===== src/rtl/inst_decode_stage.sv =====
// MIPS decode stage: decodes Fetch words into fields and controls, held in a 2-entry FIFO.
// Define DECODE_ILLEGAL_TRAP_EN to flag unsupported opcode/funct on the illegal output.

// Generic synchronous FIFO with a clear input; DEPTH must be a power of two.
// Latency: a pushed word is readable on pop_dat the edge after the push.
// Backpressure: none internally; the caller must not push when full or pop when empty.
module sync_fifo #(
    parameter int W     = 8,
    parameter int DEPTH = 2
) (
    input  logic                         clk,
    input  logic                         rst,
    input  logic                         clr,
    input  logic                         push,
    input  logic [W-1:0]                 push_dat,
    input  logic                         pop,
    output logic [W-1:0]                 pop_dat,
    output logic [$clog2(DEPTH+1)-1:0]   count
);
    localparam int AW = $clog2(DEPTH);
    localparam int CW = $clog2(DEPTH+1);

    logic [W-1:0]  mem [DEPTH];
    logic [AW-1:0] wr_ptr;
    logic [AW-1:0] rd_ptr;

    always_ff @(posedge clk) begin
        if (rst || clr) begin
            wr_ptr <= '0;
            rd_ptr <= '0;
            count  <= '0;
        end else begin
            if (push) wr_ptr <= wr_ptr + AW'(1);
            if (pop)  rd_ptr <= rd_ptr + AW'(1);
            count <= count + CW'(push) - CW'(pop);
        end
    end

    always_ff @(posedge clk) begin
        if (push) mem[wr_ptr] <= push_dat;
    end

    assign pop_dat = mem[rd_ptr];
endmodule

// Decodes one instruction per accepted word and queues the decoded entry.
// Latency: 1 cycle from accept into an empty buffer to out_valid.
// Backpressure: in_ready is registered and drops while both entries are occupied.
module inst_decode_stage #(
    parameter int DEPTH  = 2,
    parameter int ADDR_W = 32
) (
    input  logic              Clock,
    input  logic              Reset,
    input  logic              in_valid,
    output logic              in_ready,
    input  logic [31:0]       Instruction,
    input  logic [ADDR_W-1:0] pc_in,
    input  logic              flush,
    output logic              out_valid,
    input  logic              out_ready,
    output logic [ADDR_W-1:0] pc_out,
    output logic [4:0]        rs,
    output logic [4:0]        rt,
    output logic [4:0]        rd,
    output logic [4:0]        shamt,
    output logic [31:0]       imm_ext,
    output logic [25:0]       jump_target,
    output logic              Jump,
    output logic              Branch,
    output logic              RegWrite,
    output logic              RegDst,
    output logic              ALUSrc,
    output logic              MemRead,
    output logic              MemWrite,
    output logic              MemToReg,
    output logic [3:0]        alu_op,
    output logic              illegal
);
    localparam int CW = $clog2(DEPTH+1);

    typedef enum logic [3:0] {
        ALU_ADD = 4'd0,
        ALU_SUB = 4'd1,
        ALU_AND = 4'd2,
        ALU_OR  = 4'd3,
        ALU_SLT = 4'd4,
        ALU_SLL = 4'd5
    } alu_t;

    localparam logic [5:0] OP_RTYPE = 6'h00;
    localparam logic [5:0] OP_J     = 6'h02;
    localparam logic [5:0] OP_BEQ   = 6'h04;
    localparam logic [5:0] OP_ADDI  = 6'h08;
    localparam logic [5:0] OP_ANDI  = 6'h0C;
    localparam logic [5:0] OP_ORI   = 6'h0D;
    localparam logic [5:0] OP_LW    = 6'h23;
    localparam logic [5:0] OP_SW    = 6'h2B;

    localparam logic [5:0] F_SLL = 6'h00;
    localparam logic [5:0] F_ADD = 6'h20;
    localparam logic [5:0] F_SUB = 6'h22;
    localparam logic [5:0] F_AND = 6'h24;
    localparam logic [5:0] F_OR  = 6'h25;
    localparam logic [5:0] F_SLT = 6'h2A;

    typedef struct packed {
        logic [ADDR_W-1:0] pc;
        logic [4:0]        rs;
        logic [4:0]        rt;
        logic [4:0]        rd;
        logic [4:0]        shamt;
        logic [31:0]       imm_ext;
        logic [25:0]       jump_target;
        logic              jump;
        logic              branch;
        logic              reg_write;
        logic              reg_dst;
        logic              alu_src;
        logic              mem_read;
        logic              mem_write;
        logic              mem_to_reg;
        alu_t              alu_op;
`ifdef DECODE_ILLEGAL_TRAP_EN
        logic              illegal;
`endif
    } entry_t;

    logic [5:0]    opcode;
    logic [5:0]    funct;
    entry_t        dec;
    entry_t        head;
    entry_t        shown;
    logic          accept;
    logic          pop;
    logic [CW-1:0] count;
    logic [CW-1:0] cnt_nxt;

    assign opcode = Instruction[31:26];
    assign funct  = Instruction[5:0];

    always_comb begin
        dec             = '0;
        dec.pc          = pc_in;
        dec.rs          = Instruction[25:21];
        dec.rt          = Instruction[20:16];
        dec.rd          = Instruction[15:11];
        dec.shamt       = Instruction[10:6];
        dec.imm_ext     = {{16{Instruction[15]}}, Instruction[15:0]};
        dec.jump_target = Instruction[25:0];
        dec.alu_op      = ALU_ADD;
        case (opcode)
            OP_RTYPE: begin
                dec.reg_write = 1'b1;
                dec.reg_dst   = 1'b1;
                case (funct)
                    F_ADD:   dec.alu_op = ALU_ADD;
                    F_SUB:   dec.alu_op = ALU_SUB;
                    F_AND:   dec.alu_op = ALU_AND;
                    F_OR:    dec.alu_op = ALU_OR;
                    F_SLT:   dec.alu_op = ALU_SLT;
                    F_SLL:   dec.alu_op = ALU_SLL;
                    default: begin
                        dec.reg_write = 1'b0;
                        dec.reg_dst   = 1'b0;
                    end
                endcase
            end
            OP_ADDI: begin
                dec.reg_write = 1'b1;
                dec.alu_src   = 1'b1;
            end
            OP_ANDI: begin
                dec.reg_write = 1'b1;
                dec.alu_src   = 1'b1;
                dec.alu_op    = ALU_AND;
                dec.imm_ext   = {16'h0000, Instruction[15:0]};
            end
            OP_ORI: begin
                dec.reg_write = 1'b1;
                dec.alu_src   = 1'b1;
                dec.alu_op    = ALU_OR;
                dec.imm_ext   = {16'h0000, Instruction[15:0]};
            end
            OP_LW: begin
                dec.reg_write  = 1'b1;
                dec.alu_src    = 1'b1;
                dec.mem_read   = 1'b1;
                dec.mem_to_reg = 1'b1;
            end
            OP_SW: begin
                dec.alu_src   = 1'b1;
                dec.mem_write = 1'b1;
            end
            OP_BEQ: begin
                dec.branch = 1'b1;
                dec.alu_op = ALU_SUB;
            end
            OP_J:    dec.jump = 1'b1;
            default: ;
        endcase
`ifdef DECODE_ILLEGAL_TRAP_EN
        dec.illegal = (opcode == OP_RTYPE)
            ? !(funct inside {F_ADD, F_SUB, F_AND, F_OR, F_SLT, F_SLL})
            : !(opcode inside {OP_J, OP_BEQ, OP_ADDI, OP_ANDI, OP_ORI, OP_LW, OP_SW});
`endif
    end

    // flush outranks both sides of the handshake and drops the same-cycle input
    assign accept  = in_valid && in_ready && !flush;
    assign pop     = out_valid && out_ready && !flush;
    assign cnt_nxt = count + CW'(accept) - CW'(pop);

    sync_fifo #(
        .W     ($bits(entry_t)),
        .DEPTH (DEPTH)
    ) u_fifo (
        .clk      (Clock),
        .rst      (Reset),
        .clr      (flush),
        .push     (accept),
        .push_dat (dec),
        .pop      (pop),
        .pop_dat  (head),
        .count    (count)
    );

    always_ff @(posedge Clock) begin
        if (Reset) begin
            in_ready <= 1'b0;
        end else if (flush) begin
            in_ready <= 1'b1;
        end else begin
            in_ready <= (cnt_nxt < CW'(DEPTH));
        end
    end

    assign out_valid = (count != '0);
    assign shown     = out_valid ? head : '0;

    assign pc_out      = shown.pc;
    assign rs          = shown.rs;
    assign rt          = shown.rt;
    assign rd          = shown.rd;
    assign shamt       = shown.shamt;
    assign imm_ext     = shown.imm_ext;
    assign jump_target = shown.jump_target;
    assign Jump        = shown.jump;
    assign Branch      = shown.branch;
    assign RegWrite    = shown.reg_write;
    assign RegDst      = shown.reg_dst;
    assign ALUSrc      = shown.alu_src;
    assign MemRead     = shown.mem_read;
    assign MemWrite    = shown.mem_write;
    assign MemToReg    = shown.mem_to_reg;
    assign alu_op      = shown.alu_op;

`ifdef DECODE_ILLEGAL_TRAP_EN
    assign illegal = shown.illegal;
`else
    assign illegal = 1'b0;
`endif
endmodule

===== config.mk =====
export PLATFORM = sky130hd
export DESIGN_NAME = inst_decode_stage
export DESIGN_NICKNAME = d
export VERILOG_FILES = /design/src/rtl/inst_decode_stage.sv
export SDC_FILE = /design/constraint.sdc
export NUM_CORES = 1
export LEC_CHECK = 0
export ABC_CLOCK_PERIOD_IN_PS = 6150
export CAP_MARGIN = 15
export CORE_MARGIN = 2
export CORE_UTILIZATION = 57
export DETAILED_ROUTE_END_ITERATION = 10
export DONT_BUFFER_PORTS = 1
export PLACE_DENSITY = 0.75
export SLEW_MARGIN = 10
export SYNTH_ARGS = -nofsm -noshare
export SYNTH_HDL_FRONTEND = slang
export SYNTH_SLANG_ARGS = --single-unit

===== constraint.sdc =====
create_clock -name Clock -period 6.15 [get_ports Clock]
set_clock_uncertainty 0.15 [all_clocks]
set_input_delay 0.615 -clock Clock [delete_from_list [all_inputs] [get_ports Clock]]
set_output_delay 0.615 -clock Clock [all_outputs]
set_load 0.02 [all_outputs]

Yosys cells after proc, flatten, opt, wreduce, memory -nomap -nowiden
Memories as Yosys holds them, arrays and structs flattened. A register that Yosys moved wholly into a read port is not among the register bits.
Cells that the tools add are included.
- $add $sub $neg: 4
- order comparisons: 1
- equality and inequality tests: 12
- muxes and demuxes: 17
- reduce and logical (&&, ||, !) cells: 13
- operators by type and width (operator ; number):
    122-bit 2-to-1 mux ; 1
    6-bit equality test, second input constant ; 7
    32-bit 2-to-1 mux ; 1
    6-bit by 4-bit equality test with 1-bit output, second input constant ; 3
    4-bit case mux with 4 select lines ; 1
    3-bit case mux with 5 select lines ; 1
    6-bit zero test ; 2
    1-bit 2-to-1 mux ; 11
    6-bit by 2-bit equality test with 1-bit output, second input constant ; 1
    6-bit by 3-bit equality test with 1-bit output, second input constant ; 1
    6-bit OR reduction ; 1
    5-bit OR reduction ; 1
    1-bit logical AND ; 4
    4-bit OR reduction ; 1
    1-bit adder, second input constant ; 2
    2-bit by 1-bit adder with 2-bit output ; 1
    2-bit < comparator, second input constant ; 1
    2-bit 2-to-1 mux ; 1
    1-bit case mux with 2 select lines ; 1
    2-bit nonzero test ; 1
    2-bit OR reduction ; 1
    2-bit by 1-bit subtractor with 2-bit output ; 1
    1-bit zero test ; 1
    1-bit logical OR ; 1
- register bits after elaboration: 5
- RAM bits: 244
- input port bits: 69
- output and inout port bits: 125
- word-level logic and storage cells: 52
- memories kept: 1
- memories (memory ; words ; bits a word ; read ports ; clocked after Yosys merged registers in ; write ports ; RTL line ; text):
    u_fifo.mem ; 2 ; 122 ; 1 ; 1 ; 1 ; 23 ; logic [W-1:0] mem [DEPTH];

Depth between registers and ports, before layout
- word-level depth: 6
- gate-level depth with buffers: 11
- gate-level depth less buffers: 11

Modules after synthesis
A second synthesis with hierarchy kept.
- cells, all modules: 590
- area total of the unflattened synthesis: 10582.6 µm²
- by module, submodules not included (module ; times used ; cells an instance ; area each (µm²) ; sequential area each (µm²)):
    sync_fifo ; 1 ; 399 ; 9347.7 ; 7427.1
    inst_decode_stage ; 1 ; 191 ; 1234.9 ; 20.0

Worst setup path before layout
No wires, ideal clock.
- path kind: input-to-reg
- from: input port flush
- to: memory u_fifo.mem[0][0] (netlist bit), enable pin
- library setup time: 581 ps
- arrival time: 5566 ps
- required time: 5419 ps
- setup slack: -147 ps
- cell stages on the path: 2
- buffers on the path: 1
- cell sequence: clkbuf_1 > nor3_1
- longest elaborated chain between the ends: 4
- RTL lines (what ; RTL line ; text):
    start: declaration ; 59 ; input logic flush,
    1-bit zero test ; 210 ; assign accept = in_valid && in_ready && !flush;
    1-bit logical AND ; 210 ;
    1-bit 2-to-1 mux ; 40 ; if (push) mem[wr_ptr] <= push_dat;
    1-bit 2-to-1 mux (not written as such) ; 40 ;
    end: declaration ; 23 ;
Every way passes these cells.

==> impl_metrics.py <==
metrics = {
    "pwr": {
        "p_comb_frac": 0.031,
        "peakVddDrop_uv": 171.7,
        "p_sw_w": 0.0004138,
        "p_int_w": 0.001799,
        "seq_power_share": 0.496,
        "total_power_w": 0.002213,
        "power_density_nw_per_um2": 339.7,
        "p_leak_nw": 2.002,
        "p_clk_frac": 0.474,
        "switching_share": 0.1870,
    },
    "clocking": {
        "cts_sinks": 144,
        "cts-root-buf": "clkbuf_8",
        "cts_made_buffers": 17,
        "cts_buffer_depth": 2,
        "clk_latency_ns": 0.51,
        "ctsHoldBuffers": 2,
        "cts_tree": "yes",
        "postCtsSetupRepairBufs": 0,
        "ctsResizeCount": 0,
        "clkTransAtPathRegs_ns": 0.05,
        "h-tree-depth": 4,
    },
    "sta": {
        "setup-tns-final_ns": 0,
        "max_freq_mhz": 271.0,
        "final_hold_viol_count": 0,
        "rsz0062_at_grt": "no",
        "slew_headroom": 0.2472,
        "period_share": 0.6001,
        "period_needed_ns": 3.691,
        "whs_ns": 0.03172,
        "timing.final.setup_violations": 0,
        "tightest_slew_ns": 1.125,
        "drv_slew": 0,
    },
    "setup_path": {
        "worstPathMaxFanout": 42,
        "criticalPathCategory": "reg2out",
        "r2r_slack_ns": 3.92,
        "crit_path_end_kind": "primary output",
        "r2r_cells": 4,
        "arrival_ns": 2.93,
        "crit_required_ns": 5.38,
        "start_kind": "register",
        "reg2reg_from": "in_ready$_SDFF_PP0_",
        "r2r-end": "u_fifo.mem[0][2]$_DFFE_PP_",
    },
    "logic_synthesis": {
        "netlist_top_cells_area": "edfxtp_1 (68%), mux2i_1 (11%), buf_4 (6.8%)",
        "yosysUniqueCellTypes": 33,
        "ys_warn_count": 0,
        "synthCells": 414,
        "seq_area_frac_synth": 0.7008,
        "synth.largest_area_cell": "edfxtp_1",
        "synth.ff_latch_count": 144,
        "synth.cell_area_um2": 6085,
        "synth_top_cell_area_share": 0.6811,
        "avgSynthCellArea_um2": 14.70,
    },
    "finish": {
        "antenna_cells": 0,
        "fin_util": 0.6310,
        "fin_nets": 443,
        "area_growth_pct": 7.053,
        "drive_above_1_share": 0.09870,
        "fillers": 759,
    },
    "global_routing": {
        "grt_pass1_vias": 2953,
        "antenna_found_initial": 0,
        "globalRouteOverflowTotal": 0,
        "grt_use_total": 0.1757,
        "grt_max_degree": 70,
        "grt_pass1_wl_um": 14730,
    },
    "floorplan": {
        "core.rowCount": 37,
        "start_util": 0.5894,
        "die_y_um": 107.3,
        "ios": 194,
        "core_area_um2": 10320,
        "die_w_um": 107.3,
        "dieArea_um2": 11520,
    },
    "placed_design": {
        "gp_congestion": 0.7385,
        "hpwl_um": 6107,
        "portBuffers": 0,
    },
    "run": {
        "drv_cap": 0,
    },
    "drt": {
        "wirelength_um": 9881,
        "viasPerCell": 5.605,
        "vias": 2920,
        "ant_nets": 0,
        "drtIter0Drc": 145,
        "wire_per_inst_um": 18.97,
        "drc": 0,
        "first_pass_iters": 4,
    },
    "min_path": {
        "worstHoldEndpoint": "u_fifo.rd_ptr$_SDFFE_PP0P_",
        "hold_path_class": "in2reg",
        "min_from": "flush",
        "whs_path_depth": 1,
    },
    "outcome": {
        "outcome": "finished, final reports clean",
    },
}
==> layer usage <==
| metal | global-route usage | part of all wire |
|---|---|---|
| met5 | 0 | 0 |
| met4 | 0.07514 | 0.014 |
| met3 | 0.09201 | 0.11 |
| met2 | 0.2916 | 0.51 |
| met1 | 0.1871 | 0.36 |
==> per-stage QoR <==
stage / cells / worst slack, ns / cell area (um2)
finish: 521 / 2.459 / 6514
floorplan: 415 / 2.017 / 6093
global route: 521 / 2.277 / 6514
CTS: 518 / 2.397 / 6479
global placement: 484 / 2.954 / 5847
detailed placement: 484 / 2.944 / 5847
==> cell usage after synthesis <==
cell and count:
edfxtp_1 138, nor2_1 75, mux2i_1 69, buf_4 55
nor3_1 10, buf_2 9, nand2_1 7, clkbuf_1 6
dfxtp_1 6, inv_1 3, or3_1 3, xnor2_1 3
a21oi_1 2, ha_1 2, nand2b_1 2, nand3_1 2
nor3b_1 2, nor4_1 2, nor4b_1 2, o21ai_0 2
xor2_1 2, a2111oi_2 1, and2_1 1, buf_6 1
conb_1 1, nand4_1 1, nor2_2 1, nor2b_1 1
nor4_2 1, nor4b_2 1, o21a_1 1, o21bai_1 1
o31ai_1 1
==> worst max-delay path, cell delays in order (launching register included) <==
cell     delay [ns]
dfxtp_4        0.83
buf_4          0.56
mux2i_1        0.14
nor2_1         0.86
==> worst max path at each step <==
| stage | start | slack (ns) | cells past startpoint | to |
|---|---|---|---|---|
| 3_3_place_gp | register | 2.95 | 3 | jump_target[15] |
| 6_report | register | 2.46 | 3 | jump_target[15] |
| 4_1_cts | register | 2.40 | 3 | jump_target[15] |
| 3_5_place_dp | register | 2.94 | 3 | jump_target[15] |
| 2_1_floorplan | flush | 2.02 | 2 | u_fifo.mem[0][0]$_DFFE_PP_ |
| 5_1_grt | register | 2.28 | 3 | imm_ext[15] |
==> cell families after synthesis <==
logic type | synth area share
fa+ha+maj | 0.004112
simple gates | 0.08164
mux | 0.1135
buf+inv | 0.08266
other cells | 0.0006163
compound gates | 0.009460
xor+xnor | 0.007199
flops | 0.7008
==> flip-flops by register name, indices dropped and copies added (netlist names), named ones only <==
name           count
in_ready           1
u_fifo.count       2
u_fifo.mem       138
u_fifo.rd_ptr      1
u_fifo.wr_ptr      1
==> area by class of cell <==
type | count | area (um2) | area share
timing repair buffer | 9 | 105.1 | 0.01614
tap | 136 | 170.2 | 0.02612
clock inverter | 14 | 193.9 | 0.02977
multi-input combinational | 197 | 1348 | 0.2069
clock buffer | 18 | 417.9 | 0.06416
sequential | 144 | 4268 | 0.6552
inverter | 3 | 11.26 | 0.001729
==> power groups by stage <==
stage / clock network, W / logic (W) / registers (W)
after global placement: 0 / 0.0000643 / 0.00112
after CTS: 0.00106 / 0.0000666 / 0.00110
final: 0.00105 / 0.0000679 / 0.00110
after detailed placement: 0 / 0.0000658 / 0.00112
after global routing: 0.00111 / 0.0000740 / 0.00110
after floorplan: 0 / 0.0000675 / 0.00112
==> placed cells by master, fill, tap and decap left out, types with 2 or more instances in the layout <==
cell type / instances
mux2i_1: 69
nor3b_1: 2
nand3_1: 2
ha_1: 2
xnor2_1: 3
edfxtp_1: 138
a21oi_1: 2
nor4b_1: 2
inv_1: 3
o21ai_0: 2
clkinv_1: 6
bufinv_16: 5
dfxtp_1: 5
nor2_1: 74
nor4_1: 2
conb_1: 2
nor3_1: 9
or3_1: 3
dlygate4sd3_1: 4
clkbuf_16: 16
nand2_1: 7
xor2_1: 2
nor2_4: 2
buf_4: 3
nand2b_1: 2
No activity file was read; power rests on OpenSTA's default activity.
